[config.mk]
export PLATFORM = sky130hd
export DESIGN_NAME = move_collector_flat
export DESIGN_NICKNAME = d
export VERILOG_FILES = /design/src/rtl/move_collector_if.sv /design/src/rtl/move_collector.sv /design/src/flat_wrapper.sv
export SDC_FILE = /design/constraint.sdc
export NUM_CORES = 1
export LEC_CHECK = 0
export ABC_AREA = 0
export ABC_CLOCK_PERIOD_IN_PS = 3880
export CAP_MARGIN = 5
export CORE_AREA = 10 10 150 138
export CTS_BUF_LIST = sky130_fd_sc_hd__clkbuf_16
export DETAILED_ROUTE_END_ITERATION = 6
export DIE_AREA = 0 0 160 148
export PLACE_DENSITY_LB_ADDON = 0.05
export SETUP_SLACK_MARGIN = 0.15
export SYNTH_ARGS = -nofsm -noshare
export SYNTH_HDL_FRONTEND = slang
export SYNTH_SLANG_ARGS = --single-unit
[constraint.sdc]
create_clock -name clock -period 3.88 [get_ports clock]
set_input_delay 0.776 -clock clock [delete_from_list [all_inputs] [get_ports clock]]
set_output_delay 0.776 -clock clock [all_outputs]
set_load 0.02 [all_outputs]
[src/rtl/move_collector_if.sv]
// Handshake and data bundle between the move-generation array, the software
// request port and the move_collector sequencing stage.
interface move_collector_if;
    logic        start;
    logic [5:0]  square_in;
    logic [3:0]  piece_in;
    logic        init;
    logic [5:0]  square_calc;
    logic [3:0]  piece_type_calc;
    logic [63:0] movebits;
    logic [63:0] occupied_map;
    logic        move_valid;
    logic [5:0]  move_square;
    logic        move_ready;
    logic        done;
    logic [6:0]  move_count;
    logic        busy;

    // Collector side: consumes requests and array results, produces the move stream.
    modport slave (
        input  start, square_in, piece_in, movebits, occupied_map, move_ready,
        output init, square_calc, piece_type_calc, move_valid, move_square,
               done, move_count, busy
    );

    // Requester / array / stream-consumer side.
    modport master (
        output start, square_in, piece_in, movebits, occupied_map, move_ready,
        input  init, square_calc, piece_type_calc, move_valid, move_square,
               done, move_count, busy
    );
endinterface

[src/rtl/move_collector.sv]
// Sequences one move-generation request through the 64-square array, adds the
// pawn double step and streams legal targets out in ascending square order.
module move_collector #(
    parameter int unsigned SETTLE_CYCLES = 8
) (
    input  logic             clock,
    input  logic             reset_n,
    move_collector_if.slave  bus
);

    localparam logic [2:0] ST_IDLE   = 3'd0;
    localparam logic [2:0] ST_INIT   = 3'd1;
    localparam logic [2:0] ST_SETTLE = 3'd2;
    localparam logic [2:0] ST_SCAN   = 3'd3;
    localparam logic [2:0] ST_DONE   = 3'd4;

    localparam logic [3:0] PIECE_BPAWN = 4'd5;
    localparam logic [3:0] PIECE_WPAWN = 4'd11;
    localparam logic [3:0] PIECE_LIMIT = 4'd12;
    localparam logic [7:0] SETTLE_LOAD = 8'(SETTLE_CYCLES - 1);

    logic [2:0]  state;
    logic [5:0]  square_calc;
    logic [3:0]  piece_type_calc;
    logic [6:0]  move_count;
    logic [7:0]  settle_cnt;
    logic [63:0] remaining;
    logic [63:0] dbl;
    logic [63:0] remaining_next;
    logic [5:0]  low_idx;
    logic [5:0]  one_step;
    logic [5:0]  two_step;
    logic        pawn_on_home;
    logic        move_valid;
    logic        handshake;

    // Double step only from the pawn's home rank, through an empty square that
    // the array already reported reachable, onto an unoccupied target.
    always_comb begin
        dbl          = '0;
        one_step     = '0;
        two_step     = '0;
        pawn_on_home = 1'b0;
        if (piece_type_calc == PIECE_WPAWN && square_calc[5:3] == 3'd1) begin
            pawn_on_home = 1'b1;
            one_step     = square_calc + 6'd8;
            two_step     = square_calc + 6'd16;
        end else if (piece_type_calc == PIECE_BPAWN && square_calc[5:3] == 3'd6) begin
            pawn_on_home = 1'b1;
            one_step     = square_calc - 6'd8;
            two_step     = square_calc - 6'd16;
        end
        if (pawn_on_home && bus.movebits[one_step] && !bus.occupied_map[two_step]) begin
            dbl[two_step] = 1'b1;
        end
    end

    always_comb begin
        low_idx = '0;
        for (int unsigned i = 64; i > 0; i--) begin
            if (remaining[i-1]) begin
                low_idx = 6'(i - 1);
            end
        end
    end

    assign move_valid     = (state == ST_SCAN) && (|remaining);
    assign handshake      = move_valid && bus.move_ready;
    // Clearing the lowest set bit is exactly the bit that low_idx points at.
    assign remaining_next = remaining & (remaining - 64'd1);

    always_ff @(posedge clock or negedge reset_n) begin
        if (!reset_n) begin
            state           <= ST_IDLE;
            square_calc     <= '0;
            piece_type_calc <= '0;
            move_count      <= '0;
            settle_cnt      <= '0;
            remaining       <= '0;
        end else begin
            case (state)
                ST_IDLE: begin
                    if (bus.start) begin
                        square_calc     <= bus.square_in;
                        piece_type_calc <= bus.piece_in;
                        move_count      <= '0;
                        state           <= (bus.piece_in >= PIECE_LIMIT) ? ST_DONE : ST_INIT;
                    end
                end
                ST_INIT: begin
                    settle_cnt <= SETTLE_LOAD;
                    state      <= ST_SETTLE;
                end
                ST_SETTLE: begin
                    if (settle_cnt == 8'd0) begin
                        remaining <= bus.movebits | dbl;
                        state     <= ST_SCAN;
                    end else begin
                        settle_cnt <= settle_cnt - 8'd1;
                    end
                end
                ST_SCAN: begin
                    if (remaining == '0) begin
                        state <= ST_DONE;
                    end else if (handshake) begin
                        remaining  <= remaining_next;
                        move_count <= move_count + 7'd1;
                        if (remaining_next == '0) begin
                            state <= ST_DONE;
                        end
                    end
                end
                ST_DONE: begin
                    state <= ST_IDLE;
                end
                default: begin
                    state <= ST_IDLE;
                end
            endcase
        end
    end

    assign bus.init            = (state == ST_INIT);
    assign bus.done            = (state == ST_DONE);
    assign bus.busy            = (state != ST_IDLE);
    assign bus.square_calc     = square_calc;
    assign bus.piece_type_calc = piece_type_calc;
    assign bus.move_count      = move_count;
    assign bus.move_valid      = move_valid;
    assign bus.move_square     = low_idx;

endmodule

[src/flat_wrapper.sv]
// flat-port wrapper written by rule: the top's interface ports become plain ports
module move_collector_flat 
#(
    parameter int unsigned SETTLE_CYCLES = 8
)
  (clock, reset_n, bus_start, bus_square_in, bus_piece_in, bus_movebits, bus_occupied_map, bus_move_ready, bus_init, bus_square_calc, bus_piece_type_calc, bus_move_valid, bus_move_square, bus_done, bus_move_count, bus_busy);
  move_collector_if bus_i ();
  input  logic clock;
  input  logic reset_n;
  input wire logic [$bits(bus_i.start)-1:0] bus_start;
  input wire logic [$bits(bus_i.square_in)-1:0] bus_square_in;
  input wire logic [$bits(bus_i.piece_in)-1:0] bus_piece_in;
  input wire logic [$bits(bus_i.movebits)-1:0] bus_movebits;
  input wire logic [$bits(bus_i.occupied_map)-1:0] bus_occupied_map;
  input wire logic [$bits(bus_i.move_ready)-1:0] bus_move_ready;
  output wire logic [$bits(bus_i.init)-1:0] bus_init;
  output wire logic [$bits(bus_i.square_calc)-1:0] bus_square_calc;
  output wire logic [$bits(bus_i.piece_type_calc)-1:0] bus_piece_type_calc;
  output wire logic [$bits(bus_i.move_valid)-1:0] bus_move_valid;
  output wire logic [$bits(bus_i.move_square)-1:0] bus_move_square;
  output wire logic [$bits(bus_i.done)-1:0] bus_done;
  output wire logic [$bits(bus_i.move_count)-1:0] bus_move_count;
  output wire logic [$bits(bus_i.busy)-1:0] bus_busy;
  assign bus_i.start = bus_start;
  assign bus_i.square_in = bus_square_in;
  assign bus_i.piece_in = bus_piece_in;
  assign bus_i.movebits = bus_movebits;
  assign bus_i.occupied_map = bus_occupied_map;
  assign bus_i.move_ready = bus_move_ready;
  assign bus_init = bus_i.init;
  assign bus_square_calc = bus_i.square_calc;
  assign bus_piece_type_calc = bus_i.piece_type_calc;
  assign bus_move_valid = bus_i.move_valid;
  assign bus_move_square = bus_i.move_square;
  assign bus_done = bus_i.done;
  assign bus_move_count = bus_i.move_count;
  assign bus_busy = bus_i.busy;
  move_collector #(.SETTLE_CYCLES(SETTLE_CYCLES)) u_core (.clock(clock), .reset_n(reset_n), .bus(bus_i));
endmodule
==> Yosys cells after proc, flatten, opt, wreduce, memory -nomap -nowiden <==
Cells that the tools add are included.
{ "totals": {"out_inout_bits": 27, "mem_bits_rw": 0, "latch_bits": 0, "memories": 0, "wordCells": 150, "rom_bits": 0, "ff_bits": 92, "inputBits": 142} }
{ "op_classes": {"bitwise_logic": 2, "n_mul": 0, "add_sub_neg": 7, "mux": 94, "eq_ne": 15, "shift": 0, "n_div": 0, "n_reduce_logical": 22, "magnitude_cmp": 4} }
{ "op_table": {"columns": ["cell", "n"], "rows": [
  ["$mux W6", 68],
  ["$mux W64", 4],
  ["$logic_not A64 Y1", 2],
  ["$pmux W64 S2", 1],
  ["$and A64 B64 Y64", 1],
  ["$or A64 B64 Y64", 1],
  ["$reduce_or A64 Y1", 1],
  ["$sub A64 B1 Y64 const B", 1],
  ["$mux W7", 3],
  ["$mux W3", 6],
  ["$pmux W8 S2", 1],
  ["$lt A6 B7 Y1 const B", 2],
  ["$pmux W7 S2", 1],
  ["$bmux W1 S6", 2],
  ["$pmux W3 S4", 1],
  ["$reduce_and A4 Y1", 3],
  ["$logic_not A8 Y1", 1],
  ["$mux W8", 1],
  ["$sub A8 B1 Y8 const B", 1],
  ["$add A7 B1 Y7 const B", 1],
  ["$logic_and A1 B1 Y1", 7],
  ["$add A6 B4 Y6 const B", 1],
  ["$add A6 B5 Y6 const B", 1],
  ["$demux W1 S6", 1],
  ["other kinds (19)", 32]
]} }

==> Longest topological paths before layout <==
{ "logic_depth": {"ltp_word": 64, "depth_mapped": 12, "depth_no_buf": 10} }

==> Worst setup path after synthesis <==
OpenSTA, ideal clock, no wires.
{ "synth_path": {"kind": "reg-to-reg", "from": "register u_core.square_calc[3] (netlist: u_core.bus.square_calc[3])", "to": "register u_core.remaining[29]", "path_buffers": 1, "period_less_slack_ps": 3088, "setup_time_ps": 110, "path_stages_with_launch": 12, "required_ps": 3770, "path_slack_ps": 792, "arrival_time_ps": 2977, "cell_sequence": "dfrtp_1 -> inv_1 -> ha_1 -> and2_1 -> a22oi_1 -> buf_2 -> o22ai_1 -> o311ai_0 -> a21oi_1 -> nor4_4 -> nand3_1 -> o41ai_1"} }
{ "synth_via": {"elab_chain_cells": 12, "word_cells_on_any_way": 30, "classes_between": "add/sub: 4; order compare: 2; eq/ne: 2; mux: 15; bitwise: 1; reduce/logical: 6"} }
{ "synth_rtl": {"columns": ["element", "line", "text"], "rows": [
  ["start, declared", "move_collector.sv:23", "logic [5:0] square_calc;"],
  ["start signal, assigned", "move_collector.sv:84", "square_calc <= bus.square_in;"],
  ["parallel branches: the longest is 8 deep, another holds $lt A6 B7 Y1", null, null],
  ["$mux W64 (*)", "move_collector.sv:53", "if (pawn_on_home && bus.movebits[one_step] && !bus.occupied_map[two_step]) begin"],
  ["$or A64 B64 Y64 (*)", "move_collector.sv:96", "remaining <= bus.movebits | dbl;"],
  ["$mux W64 (*)", "move_collector.sv:95", "if (settle_cnt == 8'd0) begin"],
  ["$pmux W64 S2 (*)", "move_collector.sv:81", "case (state)"],
  ["end signal, assigned", "move_collector.sv:96", null],
  ["end signal, assigned", "move_collector.sv:106", "remaining <= remaining_next;"],
  ["end, declared", "move_collector.sv:27", "logic [63:0] remaining;"]
]} }
Every way passes the cells marked *. The select of a mux whose other input is x is not followed.
A chain may end at the register's enable or synchronous reset.

==> Worst setup path in the final report <==
{ "layout_path": {"from": "register u_core.remaining[2]", "to": "output port bus_move_square[5]"} }
{ "layout_via": {"elab_chain_cells": 3} }
{ "layout_rtl": {"columns": ["element", "line", "text"], "rows": [
  ["$mux W6 (3 in series)", "move_collector.sv:61", "if (remaining[i-1]) begin"],
  ["end, declared", "flat_wrapper.sv:20", "output wire logic [$bits(bus_i.move_square)-1:0] bus_move_square;"]
]} }
Every way passes these cells.

==> flow_summary.ini <==
[final_layout]
multi_input_area_um2 = 5060
insertedDiodeCount = 0
utilization = 0.573
syn_to_final_growth_pct = 29.6
final_cell_count_no_fill = 1383
final_nets = 1287
drive_gt1_frac = 0.110
register_area_um2 = 2310
final_cell_mix = clkdlybuf4s50_1, o21ai_0, nand2_1, dfrtp_1, nor2_1
final_common_cell = clkdlybuf4s50_1
fillCellCount = 1699

[worst_setup_path]
reg2reg_to = u_core.remaining[38]
critical_path_class = flop to output port
r2r_start = u_core.remaining[2]
crit_fanout = 9
worst_ep_required_time_ns = 3.10
endpoint_kind = output port
r2r_slack_ns = 0.39
crit_chain = or4_4, nor4_4, nand2_2, a21oi_1, clkdlybuf4s50_1
slowest_stage = clkdlybuf4s50_1
cpPeakStageDelay_ns = 0.65
critPathLaunchType = flop
crit_arrival_ns = 2.92
reg2regPathDepth = 9

[synthesis]
yosys_warnings = 0
ys_seq_area_frac = 0.297
syn_area_um2 = 7740
synth_edf_count = 0
syn_area_per_cell_um2 = 7.74
syn_inst = 1000
synth_fp_nets = 1149
yosysUniqueCellTypes = 78
synthArstFlopShare = 1.00
synth-seq-cells = 92
synth-main-ff-cell = dfrtp_1

[global_routing]
antenna_found_initial = 1
grt_pass1_vias = 8498
grt_pass1_wl_um = 49700
grt.total_usage = 0.260
grt_overflow_total = 0
grt_max_degree = 69

[place]
dp_cells = 1367
place.port_buffers = 152
hpwl_um = 24200
gp_congestion = 0.948

[sta]
layout_min_cycle_time_ns = 3.69
fin_crit_sh = 0.952
rsz0062_at_grt = yes
tightest_slew_ns = 0.911
slew_headroom = 0.393
skew_ns = 0.00707
final-hold-violation-count = 0
max_freq_mhz = 271
setup_violations = 0
finalSetupTns_ns = 0
slew_violations = 0
holdWs_ns = 0.508

[clock_network]
clk_latency_ns = 0.36
clkSinkCount = 92
cts_root_buffer = clkbuf_16
cts_tree = done
htree_num_levels = 3
cts_buffers = 9
cts_buffer_depth = 2
clk_pin_slew_worst_paths_ns = 0.07
hold_buffers = 0

[detailed_routing]
drcViolationCount = 6
vias_per_cell = 6.41
dr.pass1.iters = 7
ant_nets = 0
vias = 8867
routed_wl_um = 31900
drt_iter0_markers = 1205
wl_per_cell_um = 23.0

[min_path]
holdCritPathClass = flop to flop
hold_path_end = u_core.settle_cnt[0]
holdPathStages = 1
min-delay-start = u_core.settle_cnt[0]

[floorplanning]
rows = 46
initial_utilization = 0.443
die_area_um2 = 23700
core_um2 = 17500
die_h_um = 148
io-pin-count = 169
fp.dieW_um = 160

[power]
p_sw_uw = 1110
switching_share = 0.351
p_int_uw = 2060
pwr-share-clk = 0.282
leakagePower_uw = 0.00406
p_comb_frac = 0.303
pwr-share-seq = 0.415
powerDensity_nw_per_um2 = 316
vdd_drop_max_uv = 246

[run]
timing.max_cap.violations = 0

[status]
outcome = finished with violations
violations = DRC
-- sequential cells by signal, indices dropped and copies added, names as in the netlist --
| register | cells |
|---|---|
| u_core.state | 3 |
| u_core.settle_cnt | 8 |
| u_core.remaining | 64 |
| u_core.bus.move_count | 7 |
| u_core.bus.piece_type_calc | 4 |
| u_core.bus.square_calc | 6 |
-- power by group through the flow --
stage / Clock (uW) / Combinational (uW) / Sequential (uW)
2_1_floorplan: 0 / 530 / 1250
3_3_place_gp: 0 / 941 / 1310
3_5_place_dp: 0 / 944 / 1310
4_1_cts: 910 / 952 / 1290
5_1_grt: 946 / 1050 / 1340
6_report: 897 / 962 / 1320
-- worst max-delay path, delay by kind of cell (launching register included) --
family          cells  cell delay, ns
compound gates      1            0.22
buf+inv             1            0.65
flops               1            0.51
simple gates        3            1.18
-- how the worst max path moves through the flow --
stage | cells after the start | from | slack, ns | to
6_report | 5 | u_core.remaining[2] | 0.19 | bus_move_square[5]
5_1_grt | 9 | u_core.remaining[45] | 0.05 | bus_move_square[0]
4_1_cts | 5 | u_core.remaining[2] | 0.15 | bus_move_square[5]
3_5_place_dp | 10 | bus_movebits[59] | 0.14 | u_core.remaining[29]
3_3_place_gp | 10 | bus_movebits[59] | 0.16 | u_core.remaining[18]
2_1_floorplan | 11 | u_core.bus.square_calc[3] | 0.79 | u_core.remaining[29]
-- per-layer routing --
layer | global-route usage | part of all wire | vias to the layer above
met3 | 0.0847 | 0.11 | 60
met2 | 0.379 | 0.42 | 526
li1 | - | - | 4102
met1 | 0.358 | 0.44 | 4177
met5 | 0 | 0.00022 | -
met4 | 0.0780 | 0.025 | 2
-- cell usage after synthesis (all sizes together), types with 4 or more instances --
cell type / instances / share of area
a2111oi: 5 / 0.0057
a211oi: 9 / 0.0087
a21boi: 5 / 0.0048
a21o: 7 / 0.0069
a21oi: 60 / 0.039
a22o: 27 / 0.031
a22oi: 23 / 0.022
a311oi: 5 / 0.0057
a31oi: 17 / 0.014
and4: 6 / 0.0068
buf: 28 / 0.019
clkbuf: 53 / 0.026
dfrtp: 92 / 0.30
ha: 7 / 0.011
inv: 31 / 0.015
mux2: 11 / 0.016
mux2i: 18 / 0.023
nand2: 100 / 0.048
nand2b: 10 / 0.0081
nand3: 29 / 0.020
nand4: 25 / 0.022
nor2: 88 / 0.043
nor2b: 6 / 0.0048
nor3: 47 / 0.031
nor4: 38 / 0.044
nor4b: 4 / 0.0045
o2111ai: 4 / 0.0045
o211ai: 8 / 0.0078
o21a: 6 / 0.0058
o21ai: 105 / 0.068
o221ai: 5 / 0.0057
o22ai: 13 / 0.011
o311ai: 4 / 0.0045
o31ai: 21 / 0.020
o41ai: 13 / 0.015
or2: 4 / 0.0032
or3: 12 / 0.010
or4: 11 / 0.011
xor2: 6 / 0.0068
-- metrics by stage --
step	power [uW]	cell area [um2]	setup WS [ns]
2_1_floorplan	1780	7740	0.792
3_3_place_gp	2250	9690	0.162
3_5_place_dp	2250	9690	0.137
4_1_cts	3160	10000	0.153
5_1_grt	3330	10000	0.0548
6_report	3170	10000	0.186
-- cell families (layout without fill, tap and decap cells) --
kind of cell    after synthesis  after routing  share of synthesized area
xor+xnor                      8              8                    0.00905
mux                          32             32                     0.0480
buf+inv                     112            255                     0.0596
compound gates              356            356                      0.303
flops                        92             92                      0.297
simple gates                392            392                      0.271
fa+ha+maj                     8              8                     0.0126
-- timing repair --
action,CTS,global route
setup endpoints to repair,3,4
gates resized for setup,4,8
buffers inserted,0,0
-- cell type report --
type,count,share of cell area
clock inverter,7,0.00599
tap,240,0.0299
inverter,31,0.0116
timing repair buffer,208,0.196
clock buffer,9,0.0225
multi-input combinational,796,0.504
sequential,92,0.230
Note: power is estimated with default switching activity, not from simulation.
